[config.mk]
export PLATFORM = sky130hd
export DESIGN_NAME = rvb_zbb32_arbiter
export DESIGN_NICKNAME = d
export VERILOG_FILES = /design/src/rtl/rvb_zbb32_arbiter.sv
export SDC_FILE = /design/constraint.sdc
export NUM_CORES = 1
export LEC_CHECK = 0
export ABC_AREA = 0
export CAP_MARGIN = 0
export CORE_AREA = 2 2 153 155
export CTS_BUF_LIST = sky130_fd_sc_hd__clkbuf_8
export CTS_CLUSTER_DIAMETER = 120
export DETAILED_ROUTE_END_ITERATION = 16
export DIE_AREA = 0 0 155 157
export PLACE_DENSITY_LB_ADDON = 0.08
export SLEW_MARGIN = 20
export SYNTH_ARGS = -nofsm -noshare
export SYNTH_HDL_FRONTEND = slang
export SYNTH_SLANG_ARGS = --single-unit
[constraint.sdc]
create_clock -name clock -period 2.2 [get_ports clock]
set_input_delay 0.33 -clock clock [delete_from_list [all_inputs] [get_ports clock]]
set_output_delay 0.33 -clock clock [all_outputs]
set_load 0.005 [all_outputs]
[src/rtl/rvb_zbb32_arbiter.sv]
// Round-robin share of one in-order rvb_zbb32 unit between two requesters; zero added latency both ways.
// Backpressure: issue stalls on unit_din_ready or a full ID FIFO; results stall on the owner's rsp_ready.
module rvb_zbb32_arbiter #(
    parameter int XLEN  = 32,
    parameter int DEPTH = 4
) (
    input  logic            clock,
    input  logic            reset,
    input  logic            req0_valid,
    output logic            req0_ready,
    input  logic [XLEN-1:0] req0_rs1,
    input  logic [XLEN-1:0] req0_rs2,
    input  logic [31:0]     req0_insn,
    output logic            rsp0_valid,
    input  logic            rsp0_ready,
    output logic [XLEN-1:0] rsp0_rd,
    input  logic            req1_valid,
    output logic            req1_ready,
    input  logic [XLEN-1:0] req1_rs1,
    input  logic [XLEN-1:0] req1_rs2,
    input  logic [31:0]     req1_insn,
    output logic            rsp1_valid,
    input  logic            rsp1_ready,
    output logic [XLEN-1:0] rsp1_rd,
    output logic            unit_din_valid,
    input  logic            unit_din_ready,
    output logic [XLEN-1:0] unit_din_rs1,
    output logic [XLEN-1:0] unit_din_rs2,
    output logic [31:0]     unit_din_insn,
    input  logic            unit_dout_valid,
    output logic            unit_dout_ready,
    input  logic [XLEN-1:0] unit_dout_rd
);
    localparam int AW = $clog2(DEPTH);
    localparam logic [AW:0] FULL_CNT = (AW+1)'(DEPTH);

    logic             prio;
    logic             lock;
    logic             lock_id;
    logic [DEPTH-1:0] id_q;
    logic [AW-1:0]    wr_ptr;
    logic [AW-1:0]    rd_ptr;
    logic [AW:0]      count;

    logic grant;
    logic sel_valid;
    logic full;
    logic empty;
    logic head;
    logic issue;
    logic retire;

    assign full   = (count == FULL_CNT);
    assign empty  = (count == '0);
    assign head   = id_q[rd_ptr];
    assign issue  = unit_din_valid && unit_din_ready;
    assign retire = unit_dout_valid && unit_dout_ready;

    always_comb begin
        grant = prio;
        if (lock)
            grant = lock_id;
        else if (req0_valid && !req1_valid)
            grant = 1'b0;
        else if (req1_valid && !req0_valid)
            grant = 1'b1;

        sel_valid      = grant ? req1_valid : req0_valid;
        unit_din_valid = !reset && sel_valid && !full;
        req0_ready     = !reset && !grant && unit_din_ready && !full;
        req1_ready     = !reset &&  grant && unit_din_ready && !full;

        unit_din_rs1  = '0;
        unit_din_rs2  = '0;
        unit_din_insn = '0;
        if (!reset) begin
            unit_din_rs1  = grant ? req1_rs1  : req0_rs1;
            unit_din_rs2  = grant ? req1_rs2  : req0_rs2;
            unit_din_insn = grant ? req1_insn : req0_insn;
        end
    end

    // A response with nothing outstanding is never forwarded or acknowledged.
    always_comb begin
        rsp0_valid      = !reset && !empty && !head && unit_dout_valid;
        rsp1_valid      = !reset && !empty &&  head && unit_dout_valid;
        unit_dout_ready = !reset && !empty && (head ? rsp1_ready : rsp0_ready);
        rsp0_rd         = reset ? '0 : unit_dout_rd;
        rsp1_rd         = reset ? '0 : unit_dout_rd;
    end

    always_ff @(posedge clock or posedge reset) begin
        if (reset) begin
            prio    <= 1'b0;
            lock    <= 1'b0;
            lock_id <= 1'b0;
            id_q    <= '0;
            wr_ptr  <= '0;
            rd_ptr  <= '0;
            count   <= '0;
        end else begin
            if (issue) begin
                id_q[wr_ptr] <= grant;
                wr_ptr       <= wr_ptr + 1'b1;
                prio         <= ~grant;
                lock         <= 1'b0;
            end else if (unit_din_valid) begin
                // Freeze the grant so the payload seen by the unit cannot change mid-handshake.
                lock    <= 1'b1;
                lock_id <= grant;
            end
            if (retire)
                rd_ptr <= rd_ptr + 1'b1;
            case ({issue, retire})
                2'b10:   count <= count + 1'b1;
                2'b01:   count <= count - 1'b1;
                default: count <= count;
            endcase
        end
    end
endmodule

# ---- Yosys cells after proc, flatten, opt, wreduce, memory -nomap -nowiden
# Cells that the tools add are included.
# Widths: inputs -> output; s select.
dict set report word_totals {
  register_bits 14
  in_bits 232
  elab_cells 69
  output_inout_bits 166
}
dict set report classes {
  bitwise 2
  n_mux 20
  eq_ne 3
  order_cmp 3
  reduce_logical 30
  add_sub_neg 4
}
# operator count
set op_table {}
lappend op_table {{$mux 32} 7}
lappend op_table {{$logic_and 1x1->1} 19}
lappend op_table {{$mux 1} 9}
lappend op_table {{$logic_not 1->1} 7}
lappend op_table {{$lt 2x3->1 const B} 2}
lappend op_table {{$pmux 3 s2} 1}
lappend op_table {{$add 2x1->2 const B} 2}
lappend op_table {{$bwmux 4} 1}
lappend op_table {{$reduce_bool 2->1} 2}
lappend op_table {{$add 3x1->3 const B} 1}
lappend op_table {{$eq 3x3->1 const B} 1}
lappend op_table {{$logic_not 3->1} 1}
lappend op_table {{$sub 3x1->3 const B} 1}
lappend op_table {{$bmux 1 s2} 1}
lappend op_table {{$demux 1 s2} 1}
lappend op_table {{$eq 2x1->1 const B} 1}
lappend op_table {{$eq 2x2->1 const B} 1}
lappend op_table {{$ge 2x1->1 const B} 1}
lappend op_table {{$not 1->1} 2}
lappend op_table {{$reduce_and 2->1} 1}

# ---- Logic depth before layout (Yosys ltp)
dict set report logic_depth {
  ltp_word 11
  mapped_depth 11
  ltp_nobuf 10
}

# ---- Least setup slack after synthesis
# OpenSTA, ideal clock, no wires.
dict set report synth_timing {
  kind {input -> register}
  startpoint {input port reset}
  endpoint {register count[2]}
  path_buffers 1
  required_ns 2.121
  stages 10
  slack_ns -0.096
  setup_time_ns 0.079
  arrival_ns 2.217
  cell_sequence {buf_2 > inv_1 > nand3_1 > nor2_1 > ha_1 > inv_1 > fa_1 > xor2_1 > nor2_1 > xor2_1}
}
dict set report synth_between {
  elab_chain_len 6
  word_cells_on_any_way 11
  cone_classes {eq/ne (2); mux (1); reduce/logical (8)}
}
# item line_no
set synth_lines {}
lappend synth_lines {{start: declaration} 8} ;# input logic reset,
lappend synth_lines {{$logic_not 1->1 (no source line) *} n/a}
lappend synth_lines {{$logic_and 1x1->1 * (2 in a row)} 87} ;# unit_dout_ready = !reset && !empty && (head ? rsp1_ready : rsp0_ready);
lappend synth_lines {{$logic_and 1x1->1 *} 57} ;# assign retire = unit_dout_valid && unit_dout_ready;
lappend synth_lines {{via retire} 51} ;# logic retire;
lappend synth_lines {{$eq 2x1->1 or $eq 2x2->1 (tied branches)} 114} ;# case ({issue, retire})
lappend synth_lines {{$pmux 3 s2 or $reduce_bool 2->1 (tied branches)} n/a}
lappend synth_lines {{end signal: assignment} 115} ;# 2'b10: count <= count + 1'b1;
lappend synth_lines {{end signal: assignment} 116} ;# 2'b01: count <= count - 1'b1;
lappend synth_lines {{end signal: assignment} 117} ;# default: count <= count;
lappend synth_lines {{end: declaration} 43} ;# logic [AW:0] count;
# Mark *: on every way through the listed nets, which the timed path passes. The rest lies on a longest branch.
# A chain may end at the register's enable or synchronous reset.

# ---- Worst setup path in the final report
dict set report layout_timing {
  startpoint {register lock}
  endpoint {output port unit_din_rs1[23]}
}
dict set report layout_between {
  elab_chain_len 3
}
# item line_no
set layout_lines {}
lappend layout_lines {{start: declaration} 38} ;# logic lock;
lappend layout_lines {{start signal: assignment} 95} ;# lock <= 1'b0;
lappend layout_lines {{start signal: assignment} 106} ;# lock <= 1'b0;
lappend layout_lines {{start signal: assignment} 109} ;# lock <= 1'b1;
lappend layout_lines {{$mux 1} 61} ;# if (lock)
lappend layout_lines {{$mux 32} 77} ;# unit_din_rs1 = grant ? req1_rs1 : req0_rs1;
lappend layout_lines {{$mux 32} 76} ;# if (!reset) begin
lappend layout_lines {{end: declaration} 27} ;# output logic [XLEN-1:0] unit_din_rs1,
# Every way passes these cells.

==> results.yml <==
run_status:
  status: "finished, violations left"
  violations: "negative setup slack"
sta:
  slew_headroom: 0.762
  rsz0062_at_grt: "true"
  finClkSkew_ps: 2.48
  final.setup.tns_ps: -10430
  worst_pin_slew_ps: 354
  post-route-worst-setup-slack_ps: -148
  maxSlewViolCount: 0
  fmax_mhz: 426
  period_minus_slack_ps: 2350
  finalSetupViolCount: 97
  hold_violations: 0
  fin_crit_sh: 1.07
layout:
  nFillCells: 2379
  multi_input_area_um2: 1700
  drive_gt1_frac: 0.303
  seqCellArea_um2: 350
  layout_commonest_cell: "clkdlybuf4s50_1"
  area_growth_syn_to_layout_pct: 199
  fin_nets: 933
  final_cell_mix: "292 x clkdlybuf4s50_1, 94 x a22o_1, 80 x buf_2, 40 x buf_4, 33 x nor2b_1"
  fin_area_um2: 7020
  stdcell_count: 979
clock_tree:
  htreeDepth: 1
  cts_buffer_depth: 2
  cts-root-buf: "clkbuf_8"
  cts_tree: "built"
  cts_buffers: 3
  clk_latency_ps: 240
  cts_hold_buf: 0
  clock-sinks: 14
  clk_pin_slew_worst_paths_ps: 60
yosys:
  synth.distinct_cells: 35
  ys_ff_latch: 14
  seq_area_frac_synth: 0.149
  yosys_warnings: 0
  syn-instance-count: 273
  syn_nets: 511
  synth.cell_area_um2: 2350
  synth_area_per_cell_um2: 8.59
worst_setup_path:
  start_kind: "flop"
  crit_start: "lock$_DFFE_PP0P_"
  crit_family: "buffers and inverters"
  crit_slowest_cell: "dfrtp_1"
  path_cells: "buf_6 > buf_4 > a211oi_4 > nor3_4 > buf_12 > buf_6 > buf_12 > a22o_1 > buf_2"
  critPathMaxFanout: 9
  end_kind: "output pin"
  regToRegStartpoint: "rd_ptr[1]$_DFFE_PP0P_"
  cp.arrival_ps: 2020
  critical_path_class: "flop to output pin"
  required_ps: 1870
  crit_buf_inv: 6
  critical_path.max_stage_delay_ps: 390
route:
  wl_per_cell_um: 21.5
  postRouteWirelength_um: 21000
  drtIter0Drc: 171
  via_per_inst: 3.96
  dr.pass1.iters: 4
  remaining_drc_errors: 0
  drtAntennaViolNets: 0
  num_vias: 3880
global_routing:
  grt_pass1_vias: 4038
  grt.overflow.total: 0
  grt_pass1_wl_um: 28400
  grt_usage: 0.159
  antenna_found_initial: 2
  grt_max_degree: 34
job:
  cap_viol_max_count: 0
pwr:
  ir_worst_vdd_uv: 392
  p_per_area_nw_per_um2: 798
  p_leak_nw: 3.09
place:
  post_dp_cell_area_um2: 6630
  gp_congestion: 0.809
  place_inst: 931
  pre_cts_ws_ps: -722
  dp_hpwl_um: 16600
  port_buffers: 397
floorplan:
  die-area_um2: 24300
  core_um2: 22500
  die_y_um: 157
  die_w_um: 155
  ioPinCount: 398
  start_util: 0.104
  fp-row-count: 55
min_path:
  min_from: "id_q[0]$_DFFE_PP0P_"
  min_path_type: "flop to flop"
area by class of cell:
| cell class | instances | share of cell area |
|---|---|---|
| Antenna cell | 1 | 0.000357 |
| Clock buffer | 3 | 0.00588 |
| Sequential cell | 14 | 0.0499 |
| Inverter | 9 | 0.00535 |
| Timing Repair Buffer | 474 | 0.645 |
| Multi-Input combinational cell | 193 | 0.242 |
| Tap cell | 285 | 0.0508 |
Yosys cell counts:
| library cell | instances | area share |
|---|---|---|
| buf_6 | 5 | 0.024 |
| mux2_1 | 1 | 0.0048 |
| buf_4 | 32 | 0.10 |
| nor2b_1 | 34 | 0.091 |
| nor3_2 | 1 | 0.0043 |
| xor2_1 | 3 | 0.011 |
| nor4_1 | 1 | 0.0027 |
| nand2_1 | 3 | 0.0048 |
| fa_1 | 1 | 0.0085 |
| a211oi_2 | 1 | 0.0053 |
| dfrtp_1 | 14 | 0.15 |
| mux2i_1 | 8 | 0.034 |
| nor2_1 | 5 | 0.0080 |
| o31ai_1 | 2 | 0.0064 |
| nand3_1 | 5 | 0.011 |
| inv_1 | 9 | 0.014 |
| buf_2 | 7 | 0.015 |
| o21ai_0 | 1 | 0.0021 |
| nor4b_1 | 1 | 0.0037 |
| nor3_1 | 5 | 0.011 |
| xnor2_1 | 2 | 0.0075 |
| a22o_1 | 96 | 0.36 |
| or3b_1 | 1 | 0.0037 |
| nand2b_1 | 1 | 0.0027 |
| and2b_1 | 1 | 0.0032 |
| or3_1 | 1 | 0.0027 |
| clkbuf_1 | 14 | 0.022 |
| o21ba_2 | 2 | 0.0085 |
| nor3_4 | 1 | 0.0069 |
| mux2_2 | 5 | 0.024 |
| a31o_2 | 1 | 0.0037 |
| ha_1 | 5 | 0.027 |
| o311a_1 | 1 | 0.0043 |
| nor3b_1 | 2 | 0.0064 |
| nor2b_4 | 1 | 0.0059 |
final timing paths:
path | end | slack (ps) | cells after the start
min in group asynchronous | rd_ptr[0]$_DFFE_PP0P_ | 590 | 5
worst min-delay path | id_q[0]$_DFFE_PP0P_ | 530 | 1
worst min register to register | id_q[0]$_DFFE_PP0P_ | 530 | 1
max in group asynchronous | prio$_DFFE_PP0P_ | 1440 | 5
worst max register to register | count[2]$_DFFE_PP0P_ | 0 | 10
worst max-delay path | unit_din_rs1[23] | -150 | 9
metal layers:
layer | routed length, um | GRT usage
met1 | 7970 | 0.182
met3 | 1530 | 0.0410
met2 | 11000 | 0.291
met4 | 555 | 0.0445
met5 | 0 | 0
flip-flops by register name, summed over array words and instances, names as in the netlist:
register  cells
rd_ptr        2
lock          1
count         3
lock_id       1
wr_ptr        2
prio          1
id_q          4
worst register-to-register path: cells and delay by family, from the launching register on:
family	cells	cell delay, ps
xor+xnor	2	300
fa+ha+maj	2	530
buf+inv	1	40
flops	1	420
mux	3	600
simple gates	2	240
timing repair:
action / CTS / global route
setup buffers: 29 / 11
hold endpoints to repair: 0 / 0
cloned: 10 / 1
endpoints found under the setup margin: 151 / 100
pin swaps: 22 / 46
gates resized for setup: 456 / 17
stage by stage:
step                      hold WS, ps  utilization  power, mW
after global routing              550        0.312       6.00
after floorplan                   350            -       2.13
after CTS                         525        0.311       5.69
final                             530        0.312       5.60
after detailed placement          499        0.295       4.78
after global placement            499        0.295       4.77
power breakdown:
group / leakage [nW] / internal [mW] / switching [mW]
combinational: 2.91 / 2.91 / 1.98
clock: 0.0216 / 0.121 / 0.0871
sequential: 0.167 / 0.387 / 0.112
total: 3.09 / 3.42 / 2.18
cell families (layout without fill, tap and decap cells):
logic type	after synthesis	after routing	share of synthesized area
AO/OA/AOI/OAI	104	105	0.389
XOR/XNOR	5	5	0.0187
adder cells (fa/ha/maj)	6	6	0.0352
buffers and inverters	67	486	0.178
flip-flops	14	14	0.149
multiplexers	14	14	0.0629
other	0	1	0
AND/OR/NAND/NOR	63	63	0.167
No activity file was read; power rests on OpenSTA's default activity.
